<file path="config.mk">
export PLATFORM = sky130hd
export DESIGN_NAME = muldiv_ctrl_flat
export DESIGN_NICKNAME = d
export VERILOG_FILES = /design/src/rtl/muldiv_ctrl_if.sv /design/src/rtl/muldiv_ctrl.sv /design/src/flat_wrapper.sv
export SDC_FILE = /design/constraint.sdc
export NUM_CORES = 1
export LEC_CHECK = 0
export CAP_MARGIN = 20
export CORE_MARGIN = 3
export CORE_UTILIZATION = 46
export CTS_BUF_LIST = sky130_fd_sc_hd__clkbuf_8
export DETAILED_ROUTE_END_ITERATION = 12
export PLACE_DENSITY = 0.87
export SLEW_MARGIN = 10
export SYNTH_ARGS = -nofsm -noshare
export SYNTH_HDL_FRONTEND = slang
export SYNTH_SLANG_ARGS = --single-unit
</file>
<file path="constraint.sdc">
create_clock -name clk -period 3.88 [get_ports clk]
set_input_delay 0.776 -clock clk [delete_from_list [all_inputs] [get_ports clk]]
set_output_delay 0.776 -clock clk [all_outputs]
set_load 0.02 [all_outputs]
</file>
<file path="src/rtl/muldiv_ctrl_if.sv">
// Handshake bundle between the main control FSM and the mult/div sequencer,
// including the launch, HI/LO write and exception lines the sequencer drives.
interface muldiv_ctrl_if;
    logic        start;
    logic        op;
    logic [31:0] b_in;
    logic        abort;
    logic        mult_ctrl;
    logic        div_ctrl;
    logic        hi_src;
    logic        lo_src;
    logic        hilo_write;
    logic        busy;
    logic        done;
    logic        div_zero_exc;

    modport master (
        output start, op, b_in, abort,
        input  mult_ctrl, div_ctrl, hi_src, lo_src, hilo_write, busy, done, div_zero_exc
    );

    modport slave (
        input  start, op, b_in, abort,
        output mult_ctrl, div_ctrl, hi_src, lo_src, hilo_write, busy, done, div_zero_exc
    );
endinterface

</file>
<file path="src/rtl/muldiv_ctrl.sv">
// Sequencer for the multicycle mult/div units: launches a unit, counts its fixed
// latency, then writes HI/LO, or flags divide-by-zero without launching anything.
module muldiv_ctrl #(
    parameter int MULT_CYCLES = 32,
    parameter int DIV_CYCLES  = 32,
    parameter int CNT_W       = 6
) (
    input  logic              clk,
    input  logic              reset,
    muldiv_ctrl_if.slave      bus
);

    typedef enum logic [2:0] {
        S_IDLE     = 3'd0,
        S_MULT_RUN = 3'd1,
        S_DIV_RUN  = 3'd2,
        S_WRITE    = 3'd3,
        S_EXC      = 3'd4
    } state_e;

    localparam logic [CNT_W-1:0] MULT_LOAD = CNT_W'(MULT_CYCLES - 1);
    localparam logic [CNT_W-1:0] DIV_LOAD  = CNT_W'(DIV_CYCLES - 1);
    localparam logic [CNT_W-1:0] CNT_ZERO  = CNT_W'(0);
    localparam logic [CNT_W-1:0] CNT_ONE   = CNT_W'(1);

    state_e           state_q, state_d;
    logic [CNT_W-1:0] cnt_q, cnt_d;
    logic             op_q, op_d;
    logic             mult_ctrl_q, mult_ctrl_d;
    logic             div_ctrl_q, div_ctrl_d;
    logic             hilo_write_q, hilo_write_d;
    logic             busy_q, busy_d;
    logic             done_q, done_d;
    logic             div_zero_exc_q, div_zero_exc_d;

    // Next-state, latency counter and latched-op logic
    always_comb begin
        state_d = state_q;
        cnt_d   = cnt_q;
        op_d    = op_q;
        case (state_q)
            S_IDLE: begin
                // abort outranks a coincident start: the request is simply dropped
                if (bus.start && !bus.abort) begin
                    if (!bus.op) begin
                        state_d = S_MULT_RUN;
                        cnt_d   = MULT_LOAD;
                        op_d    = 1'b0;
                    end else if (bus.b_in != 32'd0) begin
                        state_d = S_DIV_RUN;
                        cnt_d   = DIV_LOAD;
                        op_d    = 1'b1;
                    end else begin
                        state_d = S_EXC;
                    end
                end else begin
                    state_d = S_IDLE;
                end
            end
            S_MULT_RUN, S_DIV_RUN: begin
                if (bus.abort) begin
                    state_d = S_IDLE;
                    cnt_d   = CNT_ZERO;
                end else if (cnt_q == CNT_ZERO) begin
                    state_d = S_WRITE;
                end else begin
                    cnt_d = cnt_q - CNT_ONE;
                end
            end
            S_WRITE, S_EXC: begin
                state_d = S_IDLE;
            end
            default: begin
                state_d = S_IDLE;
                cnt_d   = CNT_ZERO;
                op_d    = 1'b0;
            end
        endcase
    end

    // Output decode from the next state so the outputs leave a flop in the state's own cycle
    always_comb begin
        mult_ctrl_d    = 1'b0;
        div_ctrl_d     = 1'b0;
        hilo_write_d   = 1'b0;
        done_d         = 1'b0;
        div_zero_exc_d = 1'b0;
        busy_d         = 1'b1;
        case (state_d)
            S_IDLE:     busy_d = 1'b0;
            S_MULT_RUN: mult_ctrl_d = (cnt_d == MULT_LOAD);
            S_DIV_RUN:  div_ctrl_d  = (cnt_d == DIV_LOAD);
            S_WRITE: begin
                hilo_write_d = 1'b1;
                done_d       = 1'b1;
            end
            S_EXC:      div_zero_exc_d = 1'b1;
            default:    busy_d = 1'b0;
        endcase
    end

    // State, counter, latched op and registered outputs
    always_ff @(posedge clk or negedge reset) begin
        if (!reset) begin
            state_q        <= S_IDLE;
            cnt_q          <= CNT_ZERO;
            op_q           <= 1'b0;
            mult_ctrl_q    <= 1'b0;
            div_ctrl_q     <= 1'b0;
            hilo_write_q   <= 1'b0;
            busy_q         <= 1'b0;
            done_q         <= 1'b0;
            div_zero_exc_q <= 1'b0;
        end else begin
            state_q        <= state_d;
            cnt_q          <= cnt_d;
            op_q           <= op_d;
            mult_ctrl_q    <= mult_ctrl_d;
            div_ctrl_q     <= div_ctrl_d;
            hilo_write_q   <= hilo_write_d;
            busy_q         <= busy_d;
            done_q         <= done_d;
            div_zero_exc_q <= div_zero_exc_d;
        end
    end

    // HI and LO always come from the same unit, so both selects follow the latched op
    assign bus.hi_src       = op_q;
    assign bus.lo_src       = op_q;
    assign bus.mult_ctrl    = mult_ctrl_q;
    assign bus.div_ctrl     = div_ctrl_q;
    assign bus.hilo_write   = hilo_write_q;
    assign bus.busy         = busy_q;
    assign bus.done         = done_q;
    assign bus.div_zero_exc = div_zero_exc_q;

endmodule

</file>
<file path="src/flat_wrapper.sv">
// flat-port wrapper written by rule: the top's interface ports become plain ports
module muldiv_ctrl_flat 
#(
    parameter int MULT_CYCLES = 32,
    parameter int DIV_CYCLES  = 32,
    parameter int CNT_W       = 6
)
  (clk, reset, bus_start, bus_op, bus_b_in, bus_abort, bus_mult_ctrl, bus_div_ctrl, bus_hi_src, bus_lo_src, bus_hilo_write, bus_busy, bus_done, bus_div_zero_exc);
  muldiv_ctrl_if bus_i ();
  input  logic clk;
  input  logic reset;
  input wire logic [$bits(bus_i.start)-1:0] bus_start;
  input wire logic [$bits(bus_i.op)-1:0] bus_op;
  input wire logic [$bits(bus_i.b_in)-1:0] bus_b_in;
  input wire logic [$bits(bus_i.abort)-1:0] bus_abort;
  output wire logic [$bits(bus_i.mult_ctrl)-1:0] bus_mult_ctrl;
  output wire logic [$bits(bus_i.div_ctrl)-1:0] bus_div_ctrl;
  output wire logic [$bits(bus_i.hi_src)-1:0] bus_hi_src;
  output wire logic [$bits(bus_i.lo_src)-1:0] bus_lo_src;
  output wire logic [$bits(bus_i.hilo_write)-1:0] bus_hilo_write;
  output wire logic [$bits(bus_i.busy)-1:0] bus_busy;
  output wire logic [$bits(bus_i.done)-1:0] bus_done;
  output wire logic [$bits(bus_i.div_zero_exc)-1:0] bus_div_zero_exc;
  assign bus_i.start = bus_start;
  assign bus_i.op = bus_op;
  assign bus_i.b_in = bus_b_in;
  assign bus_i.abort = bus_abort;
  assign bus_mult_ctrl = bus_i.mult_ctrl;
  assign bus_div_ctrl = bus_i.div_ctrl;
  assign bus_hi_src = bus_i.hi_src;
  assign bus_lo_src = bus_i.lo_src;
  assign bus_hilo_write = bus_i.hilo_write;
  assign bus_busy = bus_i.busy;
  assign bus_done = bus_i.done;
  assign bus_div_zero_exc = bus_i.div_zero_exc;
  muldiv_ctrl #(.MULT_CYCLES(MULT_CYCLES), .DIV_CYCLES(DIV_CYCLES), .CNT_W(CNT_W)) u_core (.clk(clk), .reset(reset), .bus(bus_i));
endmodule
</file>
==> flow_metrics.tcl <==
set metrics [dict create \
    clk_pin_slew_ns 0.07 \
    dr_wl_met3_um 296 \
    power_density_nw_per_um2 373 \
    grt.total_usage_pct 22.4 \
    synth_seq_cells 15 \
    diodes 0 \
    drv_slew 0 \
    rows 16 \
    wirelength_um 2740 \
    finClkSkew_ns 0.00421 \
    grt_pass1_vias 1066 \
    r2r_slack_ns 1.70 \
    io_pins 45 \
    rsz0062_at_grt "no" \
    via_per_inst 5.91 \
    min_path_type "reg2reg" \
    dr.pass1.iters 4 \
    cp_cell_sequence "clkdlybuf4s50_1, or2_4, a211oi_2, and2b_1, a32o_1, a21oi_1, nor4b_2" \
    cts_resized 0 \
    combPwrFrac_pct 37.2 \
    top_layer_used "met4" \
    synth_edf_count 0 \
    grt_pass1_wl_um 4600 \
    ys.flop_type "dfrtp_1" \
    drv_cap 0 \
    synth_cell_types 41 \
    cts_buffers 3 \
    finalHoldViolations 0 \
    arrival_ns 2.57 \
    area_growth_pct 47.9 \
    fillerInstances 135 \
    worst_pin_slew_ns 0.680 \
    period_needed_ns 2.40 \
    multi_input_area_um2 576 \
    pwr-share-clk_pct 23.5 \
    crit_slowest_cell "clkdlybuf4s50_1" \
    dp_hpwl_um 2160 \
    overflow 0 \
    synth_warnings 0 \
    r2r_cells 8 \
    endpoint_kind "flop" \
    setup_viol 0 \
    start_util_pct 49.7 \
    path_class "in2reg" \
    p_sw_share_pct 35.7 \
    cts_sinks 15 \
    p_seq_share_pct 39.3 \
    timing.fmax_mhz 416 \
    cts_htree_levels 1 \
    vias 1041 \
    coreArea_um2 2020 \
    finalSetupTns_ns 0 \
    io_buffers 44 \
    syn-num-nets 145 \
    synthCells 106 \
    synth_top_area_share_pct 37.4 \
    ys_top_cells_by_area "dfrtp_1 (37%), nor2_1 (5.6%), nor4_1 (5.6%)" \
    seq_area_um2 375 \
    timing.final.crit_share_pct 62.0 \
    netlist_area_um2 1000 \
    cts_tree "yes" \
    ir_drop_v 0.000222 \
    die_area_um2 2780 \
    final_nets 189 \
    start_kind "primary input" \
    antenna_found_initial 0 \
    grt_max_degree 16 \
    intPower_uw 356 \
    required_ns 4.04 \
    clk_latency_ns 0.25 \
    postCtsHoldBufs 0 \
    slew_headroom_pct 54.6 \
    cts-root-buf "clkbuf_8" \
    fin_total_pwr_uw 555 \
    slowest_delay_ns 0.48 \
    status "complete, no violations" \
    post_cts_buffers 0 \
    cellLeakagePower_nw 0.578 \
    routabilityCongestion 0.914 \
    synth_seq_area_share_pct 37.4 \
    drive_gt1_share_pct 10.7 \
    syn_avg_cell_area_um2 9.48 \
    fp.dieW_um 52.7 \
    die_h_um 52.7 \
    wl_met1_um 1020 \
    synth_top_area_cell "dfrtp_1" \
    wl_per_cell_um 15.6 \
    clockBufferDepth 2 \
    async_flop_share_pct 100 \
    ant_nets 0 \
    route.detailed.drc 0 \
    dr.first_iter.drc_count 26 \
    switching_power_uw 198 \
    cp_max_fo 5 \
    hold-path-cell-count 1 \
    wl_met2_um 1380 \
]
## path summary, 6_finish.rpt
check,from,to
setup / recovery,bus_abort,u_core.bus.mult_ctrl
hold / removal,u_core.cnt_q[1],u_core.cnt_q[1]
setup reg to reg,u_core.cnt_q[0],u_core.bus.div_ctrl
hold reg to reg,u_core.cnt_q[1],u_core.cnt_q[1]
max in group asynchronous,reset,u_core.cnt_q[5]
min in group asynchronous,reset,u_core.bus.div_ctrl
## sequential cells by signal (all words and copies together), names as in the netlist
name,count
u_core.bus.hi_src,1
u_core.state_q,3
u_core.bus.div_zero_exc,1
u_core.bus.div_ctrl,1
u_core.cnt_q,6
u_core.bus.done,1
u_core.bus.busy,1
u_core.bus.mult_ctrl,1
## cell families (layout without fill, tap and decap cells)
group | Yosys count | in the layout | synth area share [%]
adder cells (fa/ha/maj) | 2 | 2 | 2.49
AND/OR/NAND/NOR | 51 | 51 | 29.6
XOR/XNOR | 1 | 1 | 1.62
flip-flops | 15 | 15 | 37.4
AO/OA/AOI/OAI | 28 | 28 | 23.5
buffers and inverters | 9 | 52 | 5.35
## critical path: cells and delay by family
family | cells | cell delay [ns]
buf+inv | 1 | 0.48
simple gates | 3 | 0.74
compound gates | 3 | 0.57
## cells in the mapped netlist, types with 2 or more instances
| cell | number |
|---|---|
| a211o_1 | 2 |
| a21oi_1 | 6 |
| buf_4 | 3 |
| dfrtp_1 | 15 |
| ha_1 | 2 |
| inv_1 | 4 |
| nand2_1 | 5 |
| nand2b_1 | 3 |
| nand3_1 | 3 |
| nand3b_1 | 2 |
| nand4_1 | 2 |
| nor2_1 | 15 |
| nor3_1 | 2 |
| nor4_1 | 9 |
| nor4b_2 | 2 |
| o211a_1 | 2 |
| o21ai_0 | 3 |
| o21ai_2 | 2 |
| o311ai_0 | 2 |
## cell type report
cell class / count / share of cell area, %
Sequential cell: 15 / 25.3
Multi-Input combinational cell: 82 / 38.7
Clock buffer: 3 / 2.78
Tap cell: 27 / 2.27
Clock inverter: 1 / 0.337
Inverter: 4 / 1.01
Timing Repair Buffer: 44 / 29.6
## layout by cell type (no fill, tap or decap), types with 2 or more instances in the layout
master           synthesis  layout
o21ai_0                  3       3
o211a_1                  2       2
nand3b_1                 2       2
nand2_1                  5       5
a211o_1                  2       2
inv_1                    4       4
nand4_1                  2       2
nor4b_2                  2       2
a21oi_1                  6       6
nor2_1                  15      15
o311ai_0                 2       2
o21ai_2                  2       2
dfrtp_1                 15      15
nand2b_1                 3       3
nand3_1                  3       3
ha_1                     2       2
clkdlybuf4s50_1          0      44
nor4_1                   9       9
nor3_1                   2       2
clkbuf_8                 0       3
## power groups by stage
stage	clock network (mW)	registers, mW	logic [mW]
2_1_floorplan	0	0.216	0.128
5_1_grt	0.139	0.222	0.223
4_1_cts	0.131	0.217	0.205
3_3_place_gp	0	0.219	0.198
6_report	0.130	0.218	0.206
3_5_place_dp	0	0.219	0.201
## routing by layer
layer	global-route usage, %	vias up
met1	26.0	484
met3	4.56	5
met2	39.7	71
met4	8.51	0
li1	-	481
met5	0	-
## metrics by stage
stage          setup slack [ns]  hold WS, ns  utilization [%]  instances  area (um^2)
2_1_floorplan              1.86        0.480                -        106         1000
6_report                   1.48        0.576             73.5        176         1490
3_5_place_dp               1.25        0.541             71.2        172         1440
5_1_grt                    1.39        0.607             73.5        176         1490
4_1_cts                    1.49        0.571             73.5        176         1490
3_3_place_gp               1.26        0.532             71.2        172         1440
Note: power is estimated with default switching activity, not from simulation.
